### config.mk
export PLATFORM = sky130hd
export DESIGN_NAME = wb_broadcast_arbiter_flat
export DESIGN_NICKNAME = d
export VERILOG_FILES = /design/src/rtl/wb_broadcast_arbiter_if.sv /design/src/rtl/wb_broadcast_arbiter.sv /design/src/flat_wrapper.sv
export SDC_FILE = /design/constraint.sdc
export NUM_CORES = 1
export LEC_CHECK = 0
export ABC_AREA = 1
export ABC_CLOCK_PERIOD_IN_PS = 1900
export BUFFER_PORTS_ARGS = -buffer_cell sky130_fd_sc_hd__buf_4
export CAP_MARGIN = 20
export CORE_MARGIN = 4
export CORE_UTILIZATION = 45
export CTS_CLUSTER_DIAMETER = 40
export DETAILED_ROUTE_END_ITERATION = 6
export PLACE_DENSITY_LB_ADDON = 0.1
export SLEW_MARGIN = 20
export SYNTH_ARGS = -nofsm -noshare
export SYNTH_HDL_FRONTEND = slang
export SYNTH_SLANG_ARGS = --single-unit
### constraint.sdc
create_clock -name clk -period 1.9 [get_ports clk]
set_input_delay 0.095 -clock clk [delete_from_list [all_inputs] [get_ports clk]]
set_output_delay 0.095 -clock clk [all_outputs]
set_load 0.005 [all_outputs]
### src/rtl/wb_broadcast_arbiter_if.sv
// Result-broadcast arbiter bundle: flush, ALU/load producer handshakes, merged bus and stall counters.
// Latency: none of its own; it only groups the arbiter's non-clock signals.
// Backpressure: producers see *_ready; the merged broadcast bus has no ready.
interface wb_broadcast_arbiter_if #(
    parameter int ROB_W  = 6,
    parameter int DATA_W = 32,
    parameter int ADDR_W = 32,
    parameter int CNT_W  = 8
);
    logic              flush;

    logic              alu_valid;
    logic              alu_ready;
    logic [ROB_W-1:0]  alu_rob_id;
    logic [DATA_W-1:0] alu_reg_data;
    logic              alu_npc_valid;
    logic              alu_npc_mispred;
    logic [ADDR_W-1:0] alu_npc;

    logic              ld_valid;
    logic              ld_ready;
    logic [ROB_W-1:0]  ld_rob_id;
    logic [DATA_W-1:0] ld_reg_data;

    logic              bus_valid;
    logic              bus_src_ld;
    logic [ROB_W-1:0]  bus_rob_id;
    logic [DATA_W-1:0] bus_reg_data;
    logic              bus_npc_valid;
    logic              bus_npc_mispred;
    logic [ADDR_W-1:0] bus_npc;

    logic [CNT_W-1:0]  alu_stall_cnt;
    logic [CNT_W-1:0]  ld_stall_cnt;

    // Arbiter side
    modport slave (
        input  flush,
        input  alu_valid, alu_rob_id, alu_reg_data, alu_npc_valid, alu_npc_mispred, alu_npc,
        output alu_ready,
        input  ld_valid, ld_rob_id, ld_reg_data,
        output ld_ready,
        output bus_valid, bus_src_ld, bus_rob_id, bus_reg_data,
        output bus_npc_valid, bus_npc_mispred, bus_npc,
        output alu_stall_cnt, ld_stall_cnt
    );

    // Producer / consumer side
    modport master (
        output flush,
        output alu_valid, alu_rob_id, alu_reg_data, alu_npc_valid, alu_npc_mispred, alu_npc,
        input  alu_ready,
        output ld_valid, ld_rob_id, ld_reg_data,
        input  ld_ready,
        input  bus_valid, bus_src_ld, bus_rob_id, bus_reg_data,
        input  bus_npc_valid, bus_npc_mispred, bus_npc,
        input  alu_stall_cnt, ld_stall_cnt
    );
endinterface

### src/rtl/wb_broadcast_arbiter.sv
// Merges ALU and load results onto one ROB/bypass broadcast bus via per-source FIFOs; WB_ARB_LD_PRIORITY_EN selects fixed load priority.
// Latency: one cycle from producer valid&ready to bus_valid (no same-cycle bypass).
// Backpressure: *_ready = ~full from registered pointers; the bus itself is never stalled.

// Small flushable FIFO with wrap-bit pointers; one write and one read per cycle.
module wb_arb_fifo #(
    parameter int DEPTH = 4,
    parameter int W     = 8
) (
    input  logic         clk,
    input  logic         rst,
    input  logic         flush,
    input  logic         push,
    input  logic [W-1:0] push_dat,
    input  logic         pop,
    output logic         full,
    output logic         empty,
    output logic [W-1:0] head_dat
);
    localparam int AW = $clog2(DEPTH);

    logic [AW:0]  wr_ptr_q, wr_ptr_d;
    logic [AW:0]  rd_ptr_q, rd_ptr_d;
    logic [W-1:0] mem_q [DEPTH];
    logic [W-1:0] mem_d [DEPTH];

    assign full     = (wr_ptr_q[AW] != rd_ptr_q[AW]) && (wr_ptr_q[AW-1:0] == rd_ptr_q[AW-1:0]);
    assign empty    = (wr_ptr_q == rd_ptr_q);
    assign head_dat = mem_q[rd_ptr_q[AW-1:0]];

    // Next pointers/storage: flush drops everything including this cycle's push.
    always_comb begin
        wr_ptr_d = wr_ptr_q;
        rd_ptr_d = rd_ptr_q;
        mem_d    = mem_q;
        if (flush) begin
            wr_ptr_d = '0;
            rd_ptr_d = '0;
        end else begin
            if (push && !full) begin
                mem_d[wr_ptr_q[AW-1:0]] = push_dat;
                wr_ptr_d                = wr_ptr_q + (AW+1)'(1);
            end
            if (pop && !empty) begin
                rd_ptr_d = rd_ptr_q + (AW+1)'(1);
            end
        end
    end

    // State registers with synchronous reset.
    always_ff @(posedge clk) begin
        if (rst) begin
            wr_ptr_q <= '0;
            rd_ptr_q <= '0;
            for (int i = 0; i < DEPTH; i++) begin
                mem_q[i] <= '0;
            end
        end else begin
            wr_ptr_q <= wr_ptr_d;
            rd_ptr_q <= rd_ptr_d;
            mem_q    <= mem_d;
        end
    end
endmodule

module wb_broadcast_arbiter #(
    parameter int FIFO_DEPTH = 4,
    parameter int CNT_W      = 8,
    parameter int ROB_W      = 6,
    parameter int DATA_W     = 32,
    parameter int ADDR_W     = 32
) (
    input  logic                  clk,
    input  logic                  rst,
    wb_broadcast_arbiter_if.slave bif
);
    typedef struct packed {
        logic [ROB_W-1:0]  rob_id;
        logic [DATA_W-1:0] reg_data;
        logic              npc_valid;
        logic              npc_mispred;
        logic [ADDR_W-1:0] npc;
    } alu_ent_t;

    typedef struct packed {
        logic [ROB_W-1:0]  rob_id;
        logic [DATA_W-1:0] reg_data;
    } ld_ent_t;

    alu_ent_t         alu_in, alu_head;
    ld_ent_t          ld_in, ld_head;
    logic             alu_full, alu_empty, ld_full, ld_empty;
    logic             alu_push, ld_push, alu_pop, ld_pop;
    logic             bus_vld, grant_ld;
    logic [CNT_W-1:0] alu_stall_cnt_q, alu_stall_cnt_d;
    logic [CNT_W-1:0] ld_stall_cnt_q, ld_stall_cnt_d;

    assign alu_in = '{rob_id: bif.alu_rob_id, reg_data: bif.alu_reg_data,
                      npc_valid: bif.alu_npc_valid, npc_mispred: bif.alu_npc_mispred,
                      npc: bif.alu_npc};
    assign ld_in  = '{rob_id: bif.ld_rob_id, reg_data: bif.ld_reg_data};

    assign bif.alu_ready = !alu_full;
    assign bif.ld_ready  = !ld_full;
    assign alu_push      = bif.alu_valid && !alu_full;
    assign ld_push       = bif.ld_valid && !ld_full;

    // Nothing is broadcast (or popped) in a flush or reset cycle.
    assign bus_vld = !rst && !bif.flush && (!alu_empty || !ld_empty);
    assign alu_pop = bus_vld && !grant_ld;
    assign ld_pop  = bus_vld && grant_ld;

    wb_arb_fifo #(.DEPTH(FIFO_DEPTH), .W($bits(alu_ent_t))) u_alu_fifo (
        .clk      (clk),
        .rst      (rst),
        .flush    (bif.flush),
        .push     (alu_push),
        .push_dat (alu_in),
        .pop      (alu_pop),
        .full     (alu_full),
        .empty    (alu_empty),
        .head_dat (alu_head)
    );

    wb_arb_fifo #(.DEPTH(FIFO_DEPTH), .W($bits(ld_ent_t))) u_ld_fifo (
        .clk      (clk),
        .rst      (rst),
        .flush    (bif.flush),
        .push     (ld_push),
        .push_dat (ld_in),
        .pop      (ld_pop),
        .full     (ld_full),
        .empty    (ld_empty),
        .head_dat (ld_head)
    );

`ifdef WB_ARB_LD_PRIORITY_EN
    // Fixed priority: any buffered load beats the ALU.
    always_comb begin
        grant_ld = !ld_empty;
    end
`else
    logic last_grant_q, last_grant_d;

    // Round-robin on a tie: serve whichever source did not win last time.
    always_comb begin
        grant_ld = !ld_empty;
        if (!alu_empty && !ld_empty) begin
            grant_ld = !last_grant_q;
        end
        last_grant_d = bus_vld ? grant_ld : last_grant_q;
    end

    // Last granted source; flush leaves it untouched, reset favours the ALU next.
    always_ff @(posedge clk) begin
        if (rst) begin
            last_grant_q <= 1'b1;
        end else begin
            last_grant_q <= last_grant_d;
        end
    end
`endif

    // Drive the merged bus from the granted head; all-zero when idle, npc fields zero for loads.
    always_comb begin
        bif.bus_valid       = bus_vld;
        bif.bus_src_ld      = 1'b0;
        bif.bus_rob_id      = '0;
        bif.bus_reg_data    = '0;
        bif.bus_npc_valid   = 1'b0;
        bif.bus_npc_mispred = 1'b0;
        bif.bus_npc         = '0;
        if (bus_vld) begin
            if (grant_ld) begin
                bif.bus_src_ld   = 1'b1;
                bif.bus_rob_id   = ld_head.rob_id;
                bif.bus_reg_data = ld_head.reg_data;
            end else begin
                bif.bus_rob_id      = alu_head.rob_id;
                bif.bus_reg_data    = alu_head.reg_data;
                bif.bus_npc_valid   = alu_head.npc_valid;
                bif.bus_npc_mispred = alu_head.npc_mispred;
                bif.bus_npc         = alu_head.npc;
            end
        end
    end

    // Saturating stall counters: count offered-but-not-ready cycles, flush included.
    always_comb begin
        alu_stall_cnt_d = alu_stall_cnt_q;
        ld_stall_cnt_d  = ld_stall_cnt_q;
        if (bif.alu_valid && alu_full && (alu_stall_cnt_q != '1)) begin
            alu_stall_cnt_d = alu_stall_cnt_q + CNT_W'(1);
        end
        if (bif.ld_valid && ld_full && (ld_stall_cnt_q != '1)) begin
            ld_stall_cnt_d = ld_stall_cnt_q + CNT_W'(1);
        end
    end

    // Counter registers, cleared only by reset.
    always_ff @(posedge clk) begin
        if (rst) begin
            alu_stall_cnt_q <= '0;
            ld_stall_cnt_q  <= '0;
        end else begin
            alu_stall_cnt_q <= alu_stall_cnt_d;
            ld_stall_cnt_q  <= ld_stall_cnt_d;
        end
    end

    assign bif.alu_stall_cnt = alu_stall_cnt_q;
    assign bif.ld_stall_cnt  = ld_stall_cnt_q;
endmodule

### src/flat_wrapper.sv
// flat-port wrapper written by rule: the top's interface ports become plain ports
module wb_broadcast_arbiter_flat 
#(
    parameter int FIFO_DEPTH = 4,
    parameter int CNT_W      = 8,
    parameter int ROB_W      = 6,
    parameter int DATA_W     = 32,
    parameter int ADDR_W     = 32
)
  (clk, rst, bif_flush, bif_alu_valid, bif_alu_rob_id, bif_alu_reg_data, bif_alu_npc_valid, bif_alu_npc_mispred, bif_alu_npc, bif_alu_ready, bif_ld_valid, bif_ld_rob_id, bif_ld_reg_data, bif_ld_ready, bif_bus_valid, bif_bus_src_ld, bif_bus_rob_id, bif_bus_reg_data, bif_bus_npc_valid, bif_bus_npc_mispred, bif_bus_npc, bif_alu_stall_cnt, bif_ld_stall_cnt);
  wb_broadcast_arbiter_if #(.ROB_W(ROB_W), .DATA_W(DATA_W), .ADDR_W(ADDR_W), .CNT_W(CNT_W)) bif_i ();
  input  logic clk;
  input  logic rst;
  input wire logic [$bits(bif_i.flush)-1:0] bif_flush;
  input wire logic [$bits(bif_i.alu_valid)-1:0] bif_alu_valid;
  input wire logic [$bits(bif_i.alu_rob_id)-1:0] bif_alu_rob_id;
  input wire logic [$bits(bif_i.alu_reg_data)-1:0] bif_alu_reg_data;
  input wire logic [$bits(bif_i.alu_npc_valid)-1:0] bif_alu_npc_valid;
  input wire logic [$bits(bif_i.alu_npc_mispred)-1:0] bif_alu_npc_mispred;
  input wire logic [$bits(bif_i.alu_npc)-1:0] bif_alu_npc;
  output wire logic [$bits(bif_i.alu_ready)-1:0] bif_alu_ready;
  input wire logic [$bits(bif_i.ld_valid)-1:0] bif_ld_valid;
  input wire logic [$bits(bif_i.ld_rob_id)-1:0] bif_ld_rob_id;
  input wire logic [$bits(bif_i.ld_reg_data)-1:0] bif_ld_reg_data;
  output wire logic [$bits(bif_i.ld_ready)-1:0] bif_ld_ready;
  output wire logic [$bits(bif_i.bus_valid)-1:0] bif_bus_valid;
  output wire logic [$bits(bif_i.bus_src_ld)-1:0] bif_bus_src_ld;
  output wire logic [$bits(bif_i.bus_rob_id)-1:0] bif_bus_rob_id;
  output wire logic [$bits(bif_i.bus_reg_data)-1:0] bif_bus_reg_data;
  output wire logic [$bits(bif_i.bus_npc_valid)-1:0] bif_bus_npc_valid;
  output wire logic [$bits(bif_i.bus_npc_mispred)-1:0] bif_bus_npc_mispred;
  output wire logic [$bits(bif_i.bus_npc)-1:0] bif_bus_npc;
  output wire logic [$bits(bif_i.alu_stall_cnt)-1:0] bif_alu_stall_cnt;
  output wire logic [$bits(bif_i.ld_stall_cnt)-1:0] bif_ld_stall_cnt;
  assign bif_i.flush = bif_flush;
  assign bif_i.alu_valid = bif_alu_valid;
  assign bif_i.alu_rob_id = bif_alu_rob_id;
  assign bif_i.alu_reg_data = bif_alu_reg_data;
  assign bif_i.alu_npc_valid = bif_alu_npc_valid;
  assign bif_i.alu_npc_mispred = bif_alu_npc_mispred;
  assign bif_i.alu_npc = bif_alu_npc;
  assign bif_alu_ready = bif_i.alu_ready;
  assign bif_i.ld_valid = bif_ld_valid;
  assign bif_i.ld_rob_id = bif_ld_rob_id;
  assign bif_i.ld_reg_data = bif_ld_reg_data;
  assign bif_ld_ready = bif_i.ld_ready;
  assign bif_bus_valid = bif_i.bus_valid;
  assign bif_bus_src_ld = bif_i.bus_src_ld;
  assign bif_bus_rob_id = bif_i.bus_rob_id;
  assign bif_bus_reg_data = bif_i.bus_reg_data;
  assign bif_bus_npc_valid = bif_i.bus_npc_valid;
  assign bif_bus_npc_mispred = bif_i.bus_npc_mispred;
  assign bif_bus_npc = bif_i.bus_npc;
  assign bif_alu_stall_cnt = bif_i.alu_stall_cnt;
  assign bif_ld_stall_cnt = bif_i.ld_stall_cnt;
  wb_broadcast_arbiter #(.FIFO_DEPTH(FIFO_DEPTH), .CNT_W(CNT_W), .ROB_W(ROB_W), .DATA_W(DATA_W), .ADDR_W(ADDR_W)) u_core (.clk(clk), .rst(rst), .bif(bif_i));
endmodule
==> flow_summary.ini <==
[clock_network]
cts_root_buf = clkbuf_16
clock_sinks = 469
cts.clk_slew.worst_paths_ns = 0.05
cts_made_buffers = 79
cts_tree = built
h-tree-depth = 3
clockBufferDepth = 3
clk_latency_ns = 0.62

[sta]
tightest_slew_ns = 0.798
fin_crit_ns = 2.40
hold_viol_final = 0
slew_violations = 0
setup_viol = 74
rsz0062_at_grt = yes
fmax_ghz = 0.417
setup_slack_ns = -0.496
finalSetupTns_ns = -29.90
post-route-period-util = 1.26
slew_headroom = 0.468
finClkSkew_ns = 0.0236

[cells_and_area]
nNetsFinal = 3732
final_common_cell = nand2_1
final_cell_mix = nand2_1, a21oi_1, dfxtp_1, nor2_1, buf_4
postLayoutCoreUtil = 0.617
finalNonFillerCells = 4334
final_cell_area_um2 = 30200
syn2layout_area_growth_pct = 35.5
drive_gt1_frac = 0.181

[worst_hold_path]
min-delay-path-class = primary input to register

[route]
drc = 0
final_antenna_net_count = 0
drt-vias-per-instance = 5.42
vias = 23500
drt_iter0_markers = 2147
post_drt_wl_per_cell_um = 18.1
wl_um = 78600
drt_first_pass_iters = 5

[global_routing]
overflow = 0
grt_antenna_before_repair = 6
grt_pass1_wl_um = 119000
grt_pass1_vias = 22100
grt_max_degree = 120
grt_usage = 0.274

[placement]
dp_cells = 4023
dpl.hpwl_um = 43700
place_area_um2 = 24600
io_buffers = 206
gp_congestion = 0.843

[pwr]
power.leakage_nw = 12.9
power_mw = 28.3
vdd_drop_max_uv = 1110
p_per_area_nw_per_um2 = 938

[yosys]
synth-seq-area-share = 0.421
synth_cell_types = 27
synth.ff_latch_count = 469
synthesis.nets = 3461
synth_area_um2 = 22300
synthCells = 3334
avgSynthCellArea_um2 = 6.69
yosys_warnings = 0

[floorplan]
core_area_um2 = 49000
dieArea_um2 = 53200
initial_core_util = 0.455
num_rows = 81
fp.dieH_um = 231
die_w_um = 231
ioPinCount = 207

[status]
status = finished, violations left
violations = setup timing

[worst_setup_path]
crit_path_cell_trace = inv_2 -> nand2_2 -> nand2_2 -> nand3_4 -> nand2_4 -> nand2_4 -> nor2_4 -> buf_12 -> buf_6 -> nand2_2 -> o21ai_4 -> buf_6
slowest_delay_ns = 0.36
setup.worst_path.end_class = output port
critPathArrivalTime_ns = 2.30
critPathLaunchType = register
crit_top_cell = nand2_2
critPathKind = register to output port
worstPathMaxFanout = 5
critPathRequiredTime_ns = 1.80
slowest_stage = dfxtp_4

[run]
maxCapViolCount = 0
-- cell families (layout without fill, tap and decap cells) --
family	count (synthesis)	count (layout)	share of synthesized area
flip-flops	469	469	0.421
buffers and inverters	528	860	0.104
adder cells (fa/ha/maj)	12	12	0.00674
XOR/XNOR	8	8	0.00314
AO/OA/AOI/OAI	769	769	0.173
AND/OR/NAND/NOR	1548	1548	0.292
other	0	4	0
-- state kept, by name, indices dropped and copies added (netlist names) --
signal                      flops
u_core.last_grant_q             1
u_core.bif.alu_stall_cnt        8
u_core.u_ld_fifo.rd_ptr_q       3
u_core.u_ld_fifo.mem_q        152
u_core.u_alu_fifo.wr_ptr_q      3
u_core.u_alu_fifo.mem_q       288
u_core.bif.ld_stall_cnt         8
u_core.u_alu_fifo.rd_ptr_q      3
u_core.u_ld_fifo.wr_ptr_q       3
-- repair_timing --
item                                    CTS  global route
pin swaps                                 5            14
hold buffers                            114             0
endpoints found under the setup margin   74           119
resized for setup                       119           132
setup buffers                             8            21
gates cloned                              7            15
endpoints found under the hold margin   457             0
-- cell usage after synthesis --
cell | count | area share
nand3_1 | 23 | 0.0052
buf_6 | 10 | 0.0051
nor2_1 | 452 | 0.076
dfxtp_1 | 469 | 0.42
nand3_2 | 9 | 0.0040
buf_2 | 47 | 0.011
nand2_2 | 2 | 0.00056
xor2_1 | 4 | 0.0016
ha_1 | 12 | 0.0067
nand2_1 | 829 | 0.14
nor3_1 | 2 | 0.00045
a211oi_1 | 1 | 0.00034
clkbuf_1 | 157 | 0.026
a21oi_1 | 500 | 0.11
o21ai_1 | 16 | 0.0036
xnor2_1 | 4 | 0.0016
buf_4 | 52 | 0.018
inv_2 | 4 | 0.00067
o21ai_0 | 252 | 0.057
buf_1 | 12 | 0.0020
nand3b_1 | 1 | 0.00034
nand4_1 | 223 | 0.063
inv_4 | 2 | 0.00056
nand2_4 | 2 | 0.0010
nor2_2 | 3 | 0.00084
inv_1 | 244 | 0.041
nand3_4 | 2 | 0.0016
-- per-stage QoR --
step	setup slack, ns	hold WS [ns]
floorplan	0.342	0.230
global placement	-0.151	0.350
detailed placement	-0.178	0.359
CTS	-0.406	0.0540
global route	-0.572	0.0833
finish	-0.496	0.0433
-- critical path: cells and delay by family (launching register included) --
kind | cells | cell delay (ns)
AND/OR/NAND/NOR | 7 | 0.74
buffers and inverters | 4 | 0.46
flip-flops | 1 | 0.36
AO/OA/AOI/OAI | 1 | 0.10
-- report_power, final --
group	leakage [nW]	internal, mW	total (mW)	switching, mW
logic	7.77	1.22	3.15	1.93
registers	3.81	10.1	10.2	0.0891
clock network	1.35	9.78	15.0	5.24
total	12.9	21.1	28.3	7.27
-- layout make-up --
type,count,area (um^2)
clock inverter,46,603
multi-input combinational,2337,11200
sequential,469,9420
tap,664,831
inverter,250,971
fill,4363,18700
antenna,4,10.0
timing repair buffer,468,4940
clock buffer,96,2190
-- worst paths after layout --
path                                                    start                            to  slack, ns  cells past startpoint
worst max-delay path            u_core.u_alu_fifo.rd_ptr_q[0]             bif_bus_rob_id[5]      -0.50                     12
worst min-delay path                                      rst   u_core.u_ld_fifo.mem_q[106]       0.04                      3
worst min register to register   u_core.u_alu_fifo.mem_q[248]  u_core.u_alu_fifo.mem_q[248]       0.46                      2
worst max register to register  u_core.u_alu_fifo.rd_ptr_q[0]  u_core.u_alu_fifo.mem_q[114]       0.04                     13
-- routing by layer --
layer / wire length [um] / GRT usage
met5: 20 / 0
met4: 2290 / 0.0962
met3: 5610 / 0.0512
met2: 37200 / 0.459
met1: 33400 / 0.355
Power figures use the tool's default switching activity.
